**src/rtl/dct_seq_ctrl.sv**
```systemverilog
// Sequencer for the N x N 2-D transform: for every output point it clears the
// accumulator, streams all (u,v) reads, waits out the MAC latency and hands off the result.
module dct_seq_ctrl #(
  parameter int LOG2N   = 3,
  parameter int MAC_LAT = 2
) (
  input  logic                 clk,
  input  logic                 rst_in,
  input  logic                 start,
  input  logic                 mode,
  input  logic                 abort,
  input  logic                 out_ready,
  output logic                 busy,
  output logic                 rd_en,
  output logic [2*LOG2N-1:0]   address,
  output logic [LOG2N-1:0]     u,
  output logic [LOG2N-1:0]     v,
  output logic                 acc_clr,
  output logic                 mac_en,
  output logic                 out_valid,
  output logic [LOG2N-1:0]     out_x,
  output logic [LOG2N-1:0]     out_y,
  output logic                 done
);

  localparam int DW = (MAC_LAT > 1) ? $clog2(MAC_LAT) : 1;
  localparam logic [DW-1:0] DRAIN_LAST = DW'(MAC_LAT - 1);

  typedef enum logic [2:0] {
    S_IDLE, S_CLR, S_ISSUE, S_DRAIN, S_OUT, S_DONE
  } state_t;

  state_t             state_q, state_d;
  logic               mode_q, mode_d;
  logic [LOG2N-1:0]   u_q, u_d, v_q, v_d;
  logic [LOG2N-1:0]   x_q, x_d, y_q, y_d;
  logic [DW-1:0]      drain_q, drain_d;
  logic [MAC_LAT-1:0] mac_pipe_q, mac_pipe_d;
  logic               busy_q, busy_d;
  logic               acc_clr_q, acc_clr_d;
  logic               rd_en_q, rd_en_d;
  logic               out_valid_q, out_valid_d;
  logic               done_q, done_d;

  always_comb begin
    state_d  = state_q;
    mode_d   = mode_q;
    u_d      = u_q;
    v_d      = v_q;
    x_d      = x_q;
    y_d      = y_q;
    drain_d  = drain_q;
    mac_pipe_d    = '0;
    mac_pipe_d[0] = rd_en_q;
    for (int unsigned i = 1; i < MAC_LAT; i++) begin
      mac_pipe_d[i] = mac_pipe_q[i-1];
    end

    unique case (state_q)
      S_IDLE: begin
        if (start) begin
          state_d = S_CLR;
          mode_d  = mode;
          x_d     = '0;
          y_d     = '0;
        end
      end
      S_CLR: begin
        u_d     = '0;
        v_d     = '0;
        state_d = S_ISSUE;
      end
      S_ISSUE: begin
        if (!mode_q) begin
          v_d = v_q + 1'b1;
          if (v_q == '1) u_d = u_q + 1'b1;
        end else begin
          u_d = u_q + 1'b1;
          if (u_q == '1) v_d = v_q + 1'b1;
        end
        if (u_q == '1 && v_q == '1) begin
          state_d = S_DRAIN;
          drain_d = '0;
        end
      end
      S_DRAIN: begin
        if (drain_q == DRAIN_LAST) state_d = S_OUT;
        else                       drain_d = drain_q + 1'b1;
      end
      S_OUT: begin
        if (out_ready) begin
          if (x_q == '1 && y_q == '1) begin
            state_d = S_DONE;
          end else begin
            state_d = S_CLR;
            u_d     = '0;
            v_d     = '0;
            if (!mode_q) begin
              y_d = y_q + 1'b1;
              if (y_q == '1) x_d = x_q + 1'b1;
            end else begin
              x_d = x_q + 1'b1;
              if (x_q == '1) y_d = y_q + 1'b1;
            end
          end
        end
      end
      S_DONE: state_d = S_IDLE;
      default: state_d = S_IDLE;
    endcase

    // Abort overrides whatever the state decided, including an OUT acceptance.
    if (abort && state_q != S_IDLE) begin
      state_d    = S_IDLE;
      mac_pipe_d = '0;
    end

    if (state_d == S_IDLE) begin
      u_d     = '0;
      v_d     = '0;
      x_d     = '0;
      y_d     = '0;
      drain_d = '0;
    end

    busy_d      = (state_d != S_IDLE);
    acc_clr_d   = (state_d == S_CLR);
    rd_en_d     = (state_d == S_ISSUE);
    out_valid_d = (state_d == S_OUT);
    done_d      = (state_d == S_DONE);
  end

  always_ff @(posedge clk) begin
    if (rst_in) begin
      state_q     <= S_IDLE;
      mode_q      <= 1'b0;
      u_q         <= '0;
      v_q         <= '0;
      x_q         <= '0;
      y_q         <= '0;
      drain_q     <= '0;
      mac_pipe_q  <= '0;
      busy_q      <= 1'b0;
      acc_clr_q   <= 1'b0;
      rd_en_q     <= 1'b0;
      out_valid_q <= 1'b0;
      done_q      <= 1'b0;
    end else begin
      state_q     <= state_d;
      mode_q      <= mode_d;
      u_q         <= u_d;
      v_q         <= v_d;
      x_q         <= x_d;
      y_q         <= y_d;
      drain_q     <= drain_d;
      mac_pipe_q  <= mac_pipe_d;
      busy_q      <= busy_d;
      acc_clr_q   <= acc_clr_d;
      rd_en_q     <= rd_en_d;
      out_valid_q <= out_valid_d;
      done_q      <= done_d;
    end
  end

  assign busy      = busy_q;
  assign rd_en     = rd_en_q;
  assign address   = {u_q, v_q};
  assign u         = u_q;
  assign v         = v_q;
  assign acc_clr   = acc_clr_q;
  assign mac_en    = mac_pipe_q[MAC_LAT-1];
  assign out_valid = out_valid_q;
  assign out_x     = x_q;
  assign out_y     = y_q;
  assign done      = done_q;

endmodule

```
**config.mk**
```make
export PLATFORM = sky130hd
export DESIGN_NAME = dct_seq_ctrl
export DESIGN_NICKNAME = d
export VERILOG_FILES = /design/src/rtl/dct_seq_ctrl.sv
export SDC_FILE = /design/constraint.sdc
export NUM_CORES = 1
export LEC_CHECK = 0
export ABC_AREA = 1
export BUFFER_PORTS_ARGS = -buffer_cell sky130_fd_sc_hd__buf_2
export CORE_ASPECT_RATIO = 0.6
export CORE_MARGIN = 5
export CORE_UTILIZATION = 53
export DETAILED_ROUTE_END_ITERATION = 10
export PLACE_DENSITY_LB_ADDON = 0.3
export REMOVE_ABC_BUFFERS = 1
export SLEW_MARGIN = 5
export SYNTH_ARGS = -nofsm -noshare
export SYNTH_HDL_FRONTEND = slang
export SYNTH_SLANG_ARGS = --single-unit
```
**constraint.sdc**
```tcl
create_clock -name clk -period 2 [get_ports clk]
set_clock_uncertainty 0.15 [all_clocks]
set_input_delay 0.3 -clock clk [delete_from_list [all_inputs] [get_ports clk]]
set_output_delay 0.3 -clock clk [all_outputs]
set_load 0.01 [all_outputs]
```
# After elaboration in Yosys (flattened, before gate mapping)
# Cells that the tools add are included.
[totals] output_inout_bits=24 regBits=24 wordCells=85
[classes] reduce_logical=18 mux=29 addsub=5 n_eq_ne=20
[op_table] op="$mux 3" n=21
[op_table] op="$eq 3x3->1 const B" n=7
[op_table] op="$pmux 3 s3" n=2
[op_table] op="$pmux 3 s5" n=1
[op_table] op="$add 3x1->3 const B" n=4
[op_table] op="$ne 3x3->1 const B" n=4
[op_table] op="$pmux 3 s2" n=2
[op_table] op="$reduce_and 5->1" n=2
[op_table] op="$eq 3x2->1 const B" n=3
[op_table] op="$reduce_bool 3->1" n=3
[op_table] op="$ne 2x2->1 const B" n=4
[op_table] op="$reduce_and 4->1" n=2
[op_table] op="$eq 3x1->1 const B" n=2
[op_table] op="$logic_not 3->1" n=2
[op_table] op="$reduce_and 2->1" n=2
[op_table] op="$reduce_bool 2->1" n=2
[op_table] op="$reduce_or 2->1" n=2
[op_table] op="$logic_and 1x1->1" n=3
[op_table] op="$mux 1" n=2
[op_table] op="$pmux 1 s2" n=1
[op_table] op="$add 1x1->1 const B" n=1

# Logic depth before layout (Yosys ltp)
# Gate-level depths: netlist of the first run.
[depth] depth_word=8 mapped_depth=12

# Worst setup path after synthesis of the first run
# No wires, ideal clock.
[synth_path] path_type="flip-flop to flip-flop" start="register u_q[0] (netlist: u[0])" end="register u_q[1] (netlist: u[1])" stages_incl_launch_ff=12 slack_ps=249 t_arrival_ps=1483 required_ps=1731 period_less_slack_ps=1751 path_cell_list="dfxtp_1 -> ha_1 -> ha_1 -> nand2_1 -> inv_1 -> nand3_1 -> nand2_1 -> o21ai_2 -> nand3_2 -> nand2_4 -> buf_12 -> nor2_2"
[synth_via] elab_chain_len=7 elab_cells_between_ends=11 cone_classes="add/sub: 1; eq/ne: 1; mux: 6; reduce/logical: 3"
[synth_rtl] element="from (decl)" line_no="35" source="logic [LOG2N-1:0] u_q, u_d, v_q, v_d;"
[synth_rtl] element="from (signal assigned)" line_no="151" source="u_q <= u_d;"
[synth_rtl] element="$eq 3x3->1" line_no="81" source="if (u_q == '1 && v_q == '1) begin"
[synth_rtl] element="$logic_and 1x1->1" line_no="81"
[synth_rtl] element="$mux 3" line_no="81"
[synth_rtl] element="$pmux 3 s5" line_no="59" source="unique case (state_q)"
[synth_rtl] element="$mux 3" line_no="113" source="if (abort && state_q != S_IDLE) begin"
[synth_rtl] element="$logic_not 3->1" line_no="118" source="if (state_d == S_IDLE) begin"
[synth_rtl] element="$reduce_or 2->1 (no source line)"
# Parallel ways exist; a longest one is shown, timed or not. The select of a mux whose other input is x is not followed.
# A chain may end at the register's enable or synchronous reset.

# Worst setup path in the final report of the first run
[layout_path] start="register x_q[0] (netlist: out_x[0])" end="register v_q[2] (netlist: v[2])"
[layout_via] elab_chain_len=8 elab_cells_between_ends=10 cone_classes="eq/ne: 2; mux: 4; reduce/logical: 4"
[layout_rtl] element="from (decl)" line_no="36" source="logic [LOG2N-1:0] x_q, x_d, y_q, y_d;"
[layout_rtl] element="from (signal assigned)" line_no="139" source="x_q <= '0;"
[layout_rtl] element="from (signal assigned)" line_no="153" source="x_q <= x_d;"
[layout_rtl] element="$eq 3x3->1 (*)" line_no="92" source="if (x_q == '1 && y_q == '1) begin"
[layout_rtl] element="$logic_and 1x1->1 (*)" line_no="92"
[layout_rtl] element="$mux 3" line_no="92"
[layout_rtl] element="$mux 3" line_no="91" source="if (out_ready) begin"
[layout_rtl] element="$pmux 3 s5" line_no="59"
[layout_rtl] element="$mux 3" line_no="113"
[layout_rtl] element="$logic_not 3->1" line_no="118"
[layout_rtl] element="$reduce_or 2->1 (no source line)"
[layout_rtl] element="to (signal assigned)" line_no="152" source="v_q <= v_d;"
[layout_rtl] element="to (decl)" line_no="35"
# Every way passes the cells marked *; elsewhere a longest branch is shown, timed or not.

==> run metrics, run 1 <==
I/O pin cnt=30; Cell Area, Synth=1350 um^2; max frequency=531 MHz; TritonCTS Sinks=24; Post-Route WL=2860 um; Post-CTS Resized=0; fillers=227; syn_area_per_cell=7.28 um^2; Slew headroom=0.727; grt ovf=0; dpl cell area=1470 um^2; DRT Pass-1 Iters=4; required time of the worst setup path=2.02 ns; crit path kind=register to register; max-slew violations=0; total power=1.17 mW; Worst Hold Class=primary input to register; Die Height=49.1 um; post-synth top area share=0.357; Die Footprint=3680 um^2; placed cells=239; depth of the CTS H-tree=1; Vias/cell=4.84; vias in the first global route=1027; RD Place Congestion=0.886; Starting Density=0.546; dpl ws=0.0912 ns; Distinct cells, synth=21; number of endpoints failing setup at the final stage=0; setup bufs post-CTS=0; wire length of the first global-routing pass=4490 um; Final Hold Vio Count=0; largest net degree at the start of global routing=15; Slowest cell on crit path=dfxtp_1; post-synthesis cell count=185; CP startpoint kind=register; Routed Antenna Nets=0; Final Cell Area=1560 um^2; Synth warnings=0; CTS Hold Bufs=0; Area Overhead vs Synth=16.1%; Clock transition at path regs=0.09 ns; core box area=2470 um^2; CP cell instances=ha_1, ha_1, nand2_1, inv_1, o21ai_2, nand2_2, nand2_2, nand3_4, nand2_8, nor2_2; DR DRC count=0; pwr dens=747 nW/um^2; register area share after synthesis=0.357; Final HPWL DP=2180 um; status=finished clean; Max clock buf depth=2; worst skew pair latency=0.28 ns; final worst setup slack=0.117 ns; Die X=75.1 um; largest area contributor in the netlist=dfxtp_1; diode count=0; vias=1180; period utilization=0.941; Crit path arrival time=1.90 ns; leakage power=0.835 nW; Inserted Clock Buffers=3; DR WL/cell=11.7 um; FP Rows=14; critical path's largest stage delay=0.34 ns; Total GRT Usage=0.161; final core occ=0.633; register bit total from synthesis=24; initial antenna violation count=0; worst-margin pin slew=0.410 ns; clock root cell=clkbuf_8; VDD IR max=0.000448 V; CTS tree=yes; Layout Cells excl Fill=244; min cycle time layout=1.88 ns; max cap viols=0; Critical Path Sink Type=register; Max FO, Critical Path=7; Area contributors post-synth=dfxtp_1 (36%), nand2_1 (10%), inv_1 (8.6%); share of cells above drive strength 1=0.316; I/O Buffers=29; nets@finish=227; Starting DRT DRC Count=66
[critical path, delay by kind of cell, from the launching register on]
kind,cells,cell delay [ns]
flip-flops,1,0.34
AO/OA/AOI/OAI,1,0.19
AND/OR/NAND/NOR,6,0.61
buffers and inverters,1,0.06
adder cells (fa/ha/maj),2,0.41
[synth_stat cells]
library cell,instances
nor3_1,1
or2_2,4
ha_1,8
o21ai_0,7
inv_2,4
o21ai_2,2
nor2_2,8
nand2_4,2
nand3b_1,3
nor2_4,4
dfxtp_1,24
inv_1,31
nor2_1,22
o21ai_1,2
buf_4,6
nand2_2,4
a21oi_1,2
nand3_2,3
nand2_1,36
buf_12,1
nand3_1,11
[layer usage]
metal  vias to the layer above  GRT usage  wire length [um]
li1                        611          -                 -
met1                       536      0.207              1330
met2                        29      0.244              1290
met3                         4     0.0576               198
met4                         0     0.0562                37
met5                         -          0                 0
[cell usage in the layout (no fill, tap or decap), types with 4 or more instances in the layout]
cell type  synthesis  routed
o21ai_0            7       6
nor2_1            22      20
nand2_1           36      36
nor2_2             8      10
inv_1             31      31
nand3_1           11      11
buf_2              0      29
clkbuf_8           0       4
dfxtp_1           24      24
nor2_4             4       4
ha_1               8       8
inv_2              4       4
nand2_2            4       4
or2_2              4       4
[cell families (layout without fill, tap and decap cells)]
kind of cell               Yosys count  after routing  synth area share
DFF                                 24             24             0.357
AOI/OAI and AO/OA                   13             13            0.0539
buffers and inverters               42             68             0.146
adders and majority gates            8              8            0.0743
and+or+nand+nor                     98             99             0.370
[state kept, by name, summed over array words and instances, names as in the netlist]
signal,cells
out_x,3
out_valid,1
acc_clr,1
mode_q,1
busy,1
done,1
mac_pipe_q,2
rd_en,1
state_q,3
drain_q,1
out_y,3
u,3
v,3
[where the power goes]
group	switching, mW	internal [mW]	leakage [nW]
sequential	0.0199	0.505	0.195
combinational	0.204	0.100	0.612
clock	0.163	0.176	0.0288
total	0.386	0.782	0.835
[worst paths after layout]
path	start	to	slack, ns	depth (start not counted)
max	out_x[0]$_SDFFE_PP0P_	v[2]$_SDFFE_PP0P_	0.12	10
min	rst_in	state_q[1]$_SDFF_PP0_	0.06	2
max reg2reg	out_x[0]$_SDFFE_PP0P_	v[2]$_SDFFE_PP0P_	0.12	10
min reg2reg	mac_pipe_q[0]$_SDFF_PP0_	mac_pipe_q[1]$_SDFF_PP0_	0.26	2
[cell type report]
cell class	count	area [um^2]	share of cell area
Multi-Input combinational cell	120	712	0.455
Inverter	35	131	0.0840
Sequential cell	24	480	0.307
Timing Repair Buffer	29	145	0.0928
Tap cell	32	40.0	0.0256
Clock buffer	4	55.1	0.0352
[metrics by stage]
step,hold slack (ns),TNS (ns)
after floorplan,0.222,0
after global placement,0.246,0
after detailed placement,0.250,0
after CTS,0.0604,0
after global routing,0.0634,-0.0287
final,0.0604,0
Power figures use the tool's default switching activity.
==> run 2, diff against run 1 <==
--- a/config.mk
+++ b/config.mk
@@ -9,7 +9,7 @@
 export BUFFER_PORTS_ARGS = -buffer_cell sky130_fd_sc_hd__buf_2
 export CORE_ASPECT_RATIO = 0.6
 export CORE_MARGIN = 5
-export CORE_UTILIZATION = 53
+export CORE_UTILIZATION = 39
 export DETAILED_ROUTE_END_ITERATION = 10
 export PLACE_DENSITY_LB_ADDON = 0.3
 export REMOVE_ABC_BUFFERS = 1
==> run metrics, run 2 (synthesis results as in run 1) <==
status=finished clean; leakage power=0.838 nW (+0.35%); Slew headroom=0.802 (+0.0755); core box area=3280 um^2 (+33%); crit path kind=register to register; clock power share=0.290 (about the same); Starting DRT DRC Count=84 (+27%); Max clock buf depth=2 (unchanged); RD Place Congestion=0.831 (-6.2%); area of the multi-input gates=697 um^2 (-2.1%); Reg area=480 um^2 (unchanged); TritonCTS Sinks=24 (unchanged); internal power=776 uW (-0.80%); VDD IR max=0.000261 V (-42%); initial antenna violation count=0 (unchanged); Clock transition at path regs=0.08 ns (about the same); max cap viols=0 (unchanged); DR WL/cell=10.6 um (-9.2%); Starting Density=0.410 (-0.135); vias in the first global route=1001 (-2.5%); Final HPWL DP=2110 um (-3.4%); max frequency=538 MHz (+1.2%); largest net degree at the start of global routing=15 (unchanged); diode count=0 (unchanged); max-slew violations=0 (unchanged); Max FO, Critical Path=14 (+7); placed cells=253 (+5.9%); unrepaired setup endpoints after global routing=false; Sum Neg Setup Slack=0 ns (unchanged); clock root cell=clkbuf_8; Worst Hold Class=primary input to register; worst-margin pin slew=0.296 ns (-0.113 ns); Routed Antenna Nets=0 (unchanged); DRT Pass-1 Iters=7 (+3); wire length of the first global-routing pass=4600 um (+2.6%); DR DRC count=0 (unchanged); period utilization=0.930 (-0.0115); most common cell after layout, fill and taps aside=nand2_1; I/O Buffers=29 (unchanged); total power=1.14 mW (-2.5%); required time of the worst setup path=2.02 ns (about the same); sw frac=0.319 (-0.0115); Post-Route WL=2730 um (-4.4%); Inserted Clock Buffers=3 (unchanged); min cycle time layout=1.86 ns (-0.0231 ns); Layout Cells excl Fill=257 (+5.3%); vias=1134 (-3.9%); most frequent cells in the layout=nand2_1 (36), inv_1 (31), buf_2 (29); Critical Path Sink Type=register; Die X=85.9 um (+14%); Worst Hold Slack=0.0610 ns (+0.000531 ns); Total GRT Usage=0.119 (-0.0419); worst skew pair latency=0.27 ns (about the same); Die Footprint=4770 um^2 (+29%); Vias/cell=4.41 (-8.8%); nets@finish=227 (unchanged); number of endpoints failing setup at the final stage=0 (unchanged); Sequential Power Share=0.462 (+0.012); Crit path arrival time=1.88 ns (-0.02 ns); CTS Hold Bufs=0 (unchanged); pwr dens=724 nW/um^2 (-3.0%); Net Switching=363 uW (-5.8%); CTS tree=yes; depth of the CTS H-tree=1 (unchanged); share of cells above drive strength 1=0.321 (+0.00472); grt ovf=0 (unchanged); Final Hold Vio Count=0 (unchanged); Comb pwr share=0.248 (-0.012); CP startpoint kind=register; Area Overhead vs Synth=16.7%; setup bufs post-CTS=0 (unchanged); FP Rows=16 (+2); I/O pin cnt=30 (unchanged); Die Height=55.5 um (+13%); fillers=346 (+52%)
-- run 2: power groups by stage --
| stage | registers (mW) | logic, mW | clock network [mW] |
|---|---|---|---|
| floorplan | 0.549 | 0.182 | 0 |
| global placement | 0.537 | 0.270 | 0 |
| detailed placement | 0.537 | 0.267 | 0 |
| CTS | 0.526 | 0.270 | 0.346 |
| global route | 0.531 | 0.322 | 0.361 |
| finish | 0.526 | 0.282 | 0.331 |
-- run 2: area by class of cell --
type,count,share of cell area
well taps,45,0.0358
multi-input cells,119,0.443
repair buffers,30,0.0971
clock buffers,4,0.0350
inverters,35,0.0835
flip-flops and latches,24,0.305
-- run 2: per-stage QoR --
step	area, um^2	worst slack (ns)	utilization
floorplan	1280	0.220	-
global placement	1490	0.109	0.454
detailed placement	1490	0.115	0.454
CTS	1550	0.0814	0.471
global route	1570	0.00802	0.479
finish	1570	0.140	0.479
-- run 2: layer usage --
layer / routed length (um) / vias to the layer above / track usage
li1: - / 610 / -
met1: 1430 / 479 / 0.181
met2: 1070 / 43 / 0.158
met3: 225 / 2 / 0.0416
met4: 6 / 0 / 0.0203
met5: 0 / - / 0
-- run 2: path summary, 6_finish.rpt --
check	start	end	slack, ns	depth (start not counted)
worst min-delay path	rst_in	state_q[1]$_SDFF_PP0_	0.06	2
worst max-delay path	out_x[0]$_SDFFE_PP0P_	u[0]$_SDFFE_PP0P_	0.14	10
worst min register to register	mac_pipe_q[0]$_SDFF_PP0_	mac_pipe_q[1]$_SDFF_PP0_	0.27	2
worst max register to register	out_x[0]$_SDFFE_PP0P_	u[0]$_SDFFE_PP0P_	0.14	10
-- run 2: worst max-delay path, cell delays in order, from the launching register on --
cell and delay [ns]:
dfxtp_1 0.34, ha_1 0.20, ha_1 0.21, nand2_1 0.07, inv_1 0.07, o21ai_4 0.18, nand2_2 0.08, nand2_2 0.09
nand3_2 0.13, nand2_8 0.19, nor2_1 0.06
-- run 2: timing repair --
action	CTS	global route
endpoints found under the setup margin	0	13
endpoints found under the hold margin	0	0
gates resized for setup	0	9
==> run 3, diff against run 2 <==
--- a/config.mk
+++ b/config.mk
@@ -12,7 +12,6 @@
 export CORE_UTILIZATION = 39
 export DETAILED_ROUTE_END_ITERATION = 10
 export PLACE_DENSITY_LB_ADDON = 0.3
-export REMOVE_ABC_BUFFERS = 1
 export SLEW_MARGIN = 5
 export SYNTH_ARGS = -nofsm -noshare
 export SYNTH_HDL_FRONTEND = slang
==> run metrics, run 3 (synthesis results as in run 1) <==
CP startpoint kind=register; Max FO, Critical Path=7 (-7); DRT Pass-1 Iters=5 (-2); min cycle time layout=1.88 ns (+0.0247 ns); Post-Route WL=2740 um (+0.51%); depth of the CTS H-tree=1 (unchanged); grt ovf=0 (unchanged); I/O Buffers=29 (unchanged); Starting DRT DRC Count=66 (-21%); period utilization=0.942 (+0.0124); Final Hold Vio Count=0 (unchanged); Clock transition at path regs=0.09 ns (about the same); Slew headroom=0.725 (-0.0775); nets@finish=229 (+0.88%); largest net degree at the start of global routing=15 (unchanged); most frequent cells in the layout=nand2_1 (35), inv_1 (31), buf_2 (29); status=finished clean; Total GRT Usage=0.114 (-0.00480); r2r setup slk=0.12 ns (-0.02 ns); I/O pin cnt=30 (unchanged); Crit path arrival time=1.91 ns (+0.03 ns); final core occ=0.493 (+0.0141); worst r2r src=v[0]$_SDFFE_PP0P_; diode count=0 (unchanged); worst setup path endpoint=v[2]$_SDFFE_PP0P_; required time of the worst setup path=2.03 ns (about the same); max cap viols=0 (unchanged); core box area=3280 um^2 (unchanged); clock root cell=clkbuf_8; DR WL/cell=10.6 um (-0.26%); max-slew violations=0 (unchanged); crit path from=v[0]$_SDFFE_PP0P_; most common cell after layout, fill and taps aside=nand2_1; VDD IR max=0.000348 V (+33%); initial antenna violation count=0 (unchanged); Routed Antenna Nets=0 (unchanged); FP Rows=16 (unchanged); CTS Hold Bufs=0 (unchanged); vias=1135 (+0.088%); Area Overhead vs Synth=20.1%; worst-margin pin slew=0.413 ns (+0.116 ns); Worst Hold Slack=0.0556 ns (-0.00533 ns); CTS tree=yes; Critical Path Sink Type=register; worst skew pair latency=0.28 ns (about the same); crit path kind=register to register; Starting Density=0.410 (unchanged); TritonCTS Sinks=24 (unchanged); share of cells above drive strength 1=0.327 (+0.00635); fillers=335 (-3.2%); RD Place Congestion=0.909 (+9.3%); final worst setup slack=0.116 ns (-0.0247 ns); Max clock buf depth=2 (unchanged); vias in the first global route=1013 (+1.2%); number of endpoints failing setup at the final stage=0 (unchanged); RR Endpoint=v[2]$_SDFFE_PP0P_; dpl ws=0.0984 ns (-0.0162 ns); Die Height=55.5 um (unchanged); syn nets=199; Inserted Clock Buffers=3 (unchanged); reg2reg path depth=10 (unchanged); wire length of the first global-routing pass=4420 um (-3.9%); leakage power=0.853 nW (+1.8%); Die Footprint=4770 um^2 (unchanged); Die X=85.9 um (unchanged); max frequency=531 MHz (-1.3%); Worst Hold Class=primary input to register; DR DRC count=0 (unchanged); pwr dens=787 nW/um^2 (+8.7%); Vias/cell=4.38 (-0.68%); Final HPWL DP=2040 um (-3.0%)
## run 3: critical path, stage by stage (launching register included)
cell     delay, ns
dfxtp_1       0.35
ha_1          0.20
ha_1          0.20
nand2_1       0.06
inv_1         0.04
nand3_1       0.12
nand2_2       0.08
o21ai_4       0.21
nand3_4       0.16
nand2_8       0.17
nor2_2        0.04
## run 3: layer usage
metal	up-vias	track usage	routed length, um
met1	487	0.165	1420
li1	617	-	-
met3	3	0.0401	179
met4	0	0.0203	19
met5	-	0	0
met2	28	0.161	1120
## run 3: where the power goes
group / switching, mW / internal (mW) / leakage [nW]
sequential: 0.0196 / 0.506 / 0.196
combinational: 0.204 / 0.110 / 0.622
clock: 0.167 / 0.268 / 0.0357
## run 3: what timing repair did
item | CTS | global route
setup buffers | 0 | 1
endpoints found under the setup margin | 0 | 14
resized for setup | 0 | 8
endpoints found under the hold margin | 0 | 0
## run 3: stage by stage
| stage | TNS [ns] | instances | power, mW | instance area, um^2 |
|---|---|---|---|---|
| 3_3_place_gp | 0 | 253 | 0.807 | 1490 |
| 3_5_place_dp | 0 | 253 | 0.808 | 1490 |
| 5_1_grt | -0.0363 | 259 | 1.35 | 1620 |
| 4_1_cts | 0 | 257 | 1.24 | 1560 |
| 6_report | 0 | 259 | 1.27 | 1620 |
| 2_1_floorplan | 0 | 185 | 0.757 | 1350 |
## run 3: final cells by class
cell class / instances / area [um^2] / share of cell area
clock buffer: 3 / 41.3 / 0.0255
clock inverter: 1 / 30.0 / 0.0185
inverter: 35 / 131 / 0.0811
multi-input combinational: 120 / 717 / 0.443
sequential: 24 / 483 / 0.298
tap: 45 / 56.3 / 0.0348
timing repair buffer: 31 / 160 / 0.0989
## run 3: worst min path at each step
stage | startpoint | to | slack, ns | cells after the start
global placement | mac_pipe_q[0]$_SDFF_PP0_ | mac_pipe_q[1]$_SDFF_PP0_ | 0.25 | 2
finish | rst_in | state_q[1]$_SDFF_PP0_ | 0.06 | 2
CTS | rst_in | state_q[1]$_SDFF_PP0_ | 0.05 | 2
detailed placement | mac_pipe_q[0]$_SDFF_PP0_ | mac_pipe_q[1]$_SDFF_PP0_ | 0.26 | 2
global route | rst_in | state_q[1]$_SDFF_PP0_ | 0.05 | 2
floorplan | rst_in | state_q[1]$_SDFF_PP0_ | 0.22 | 1
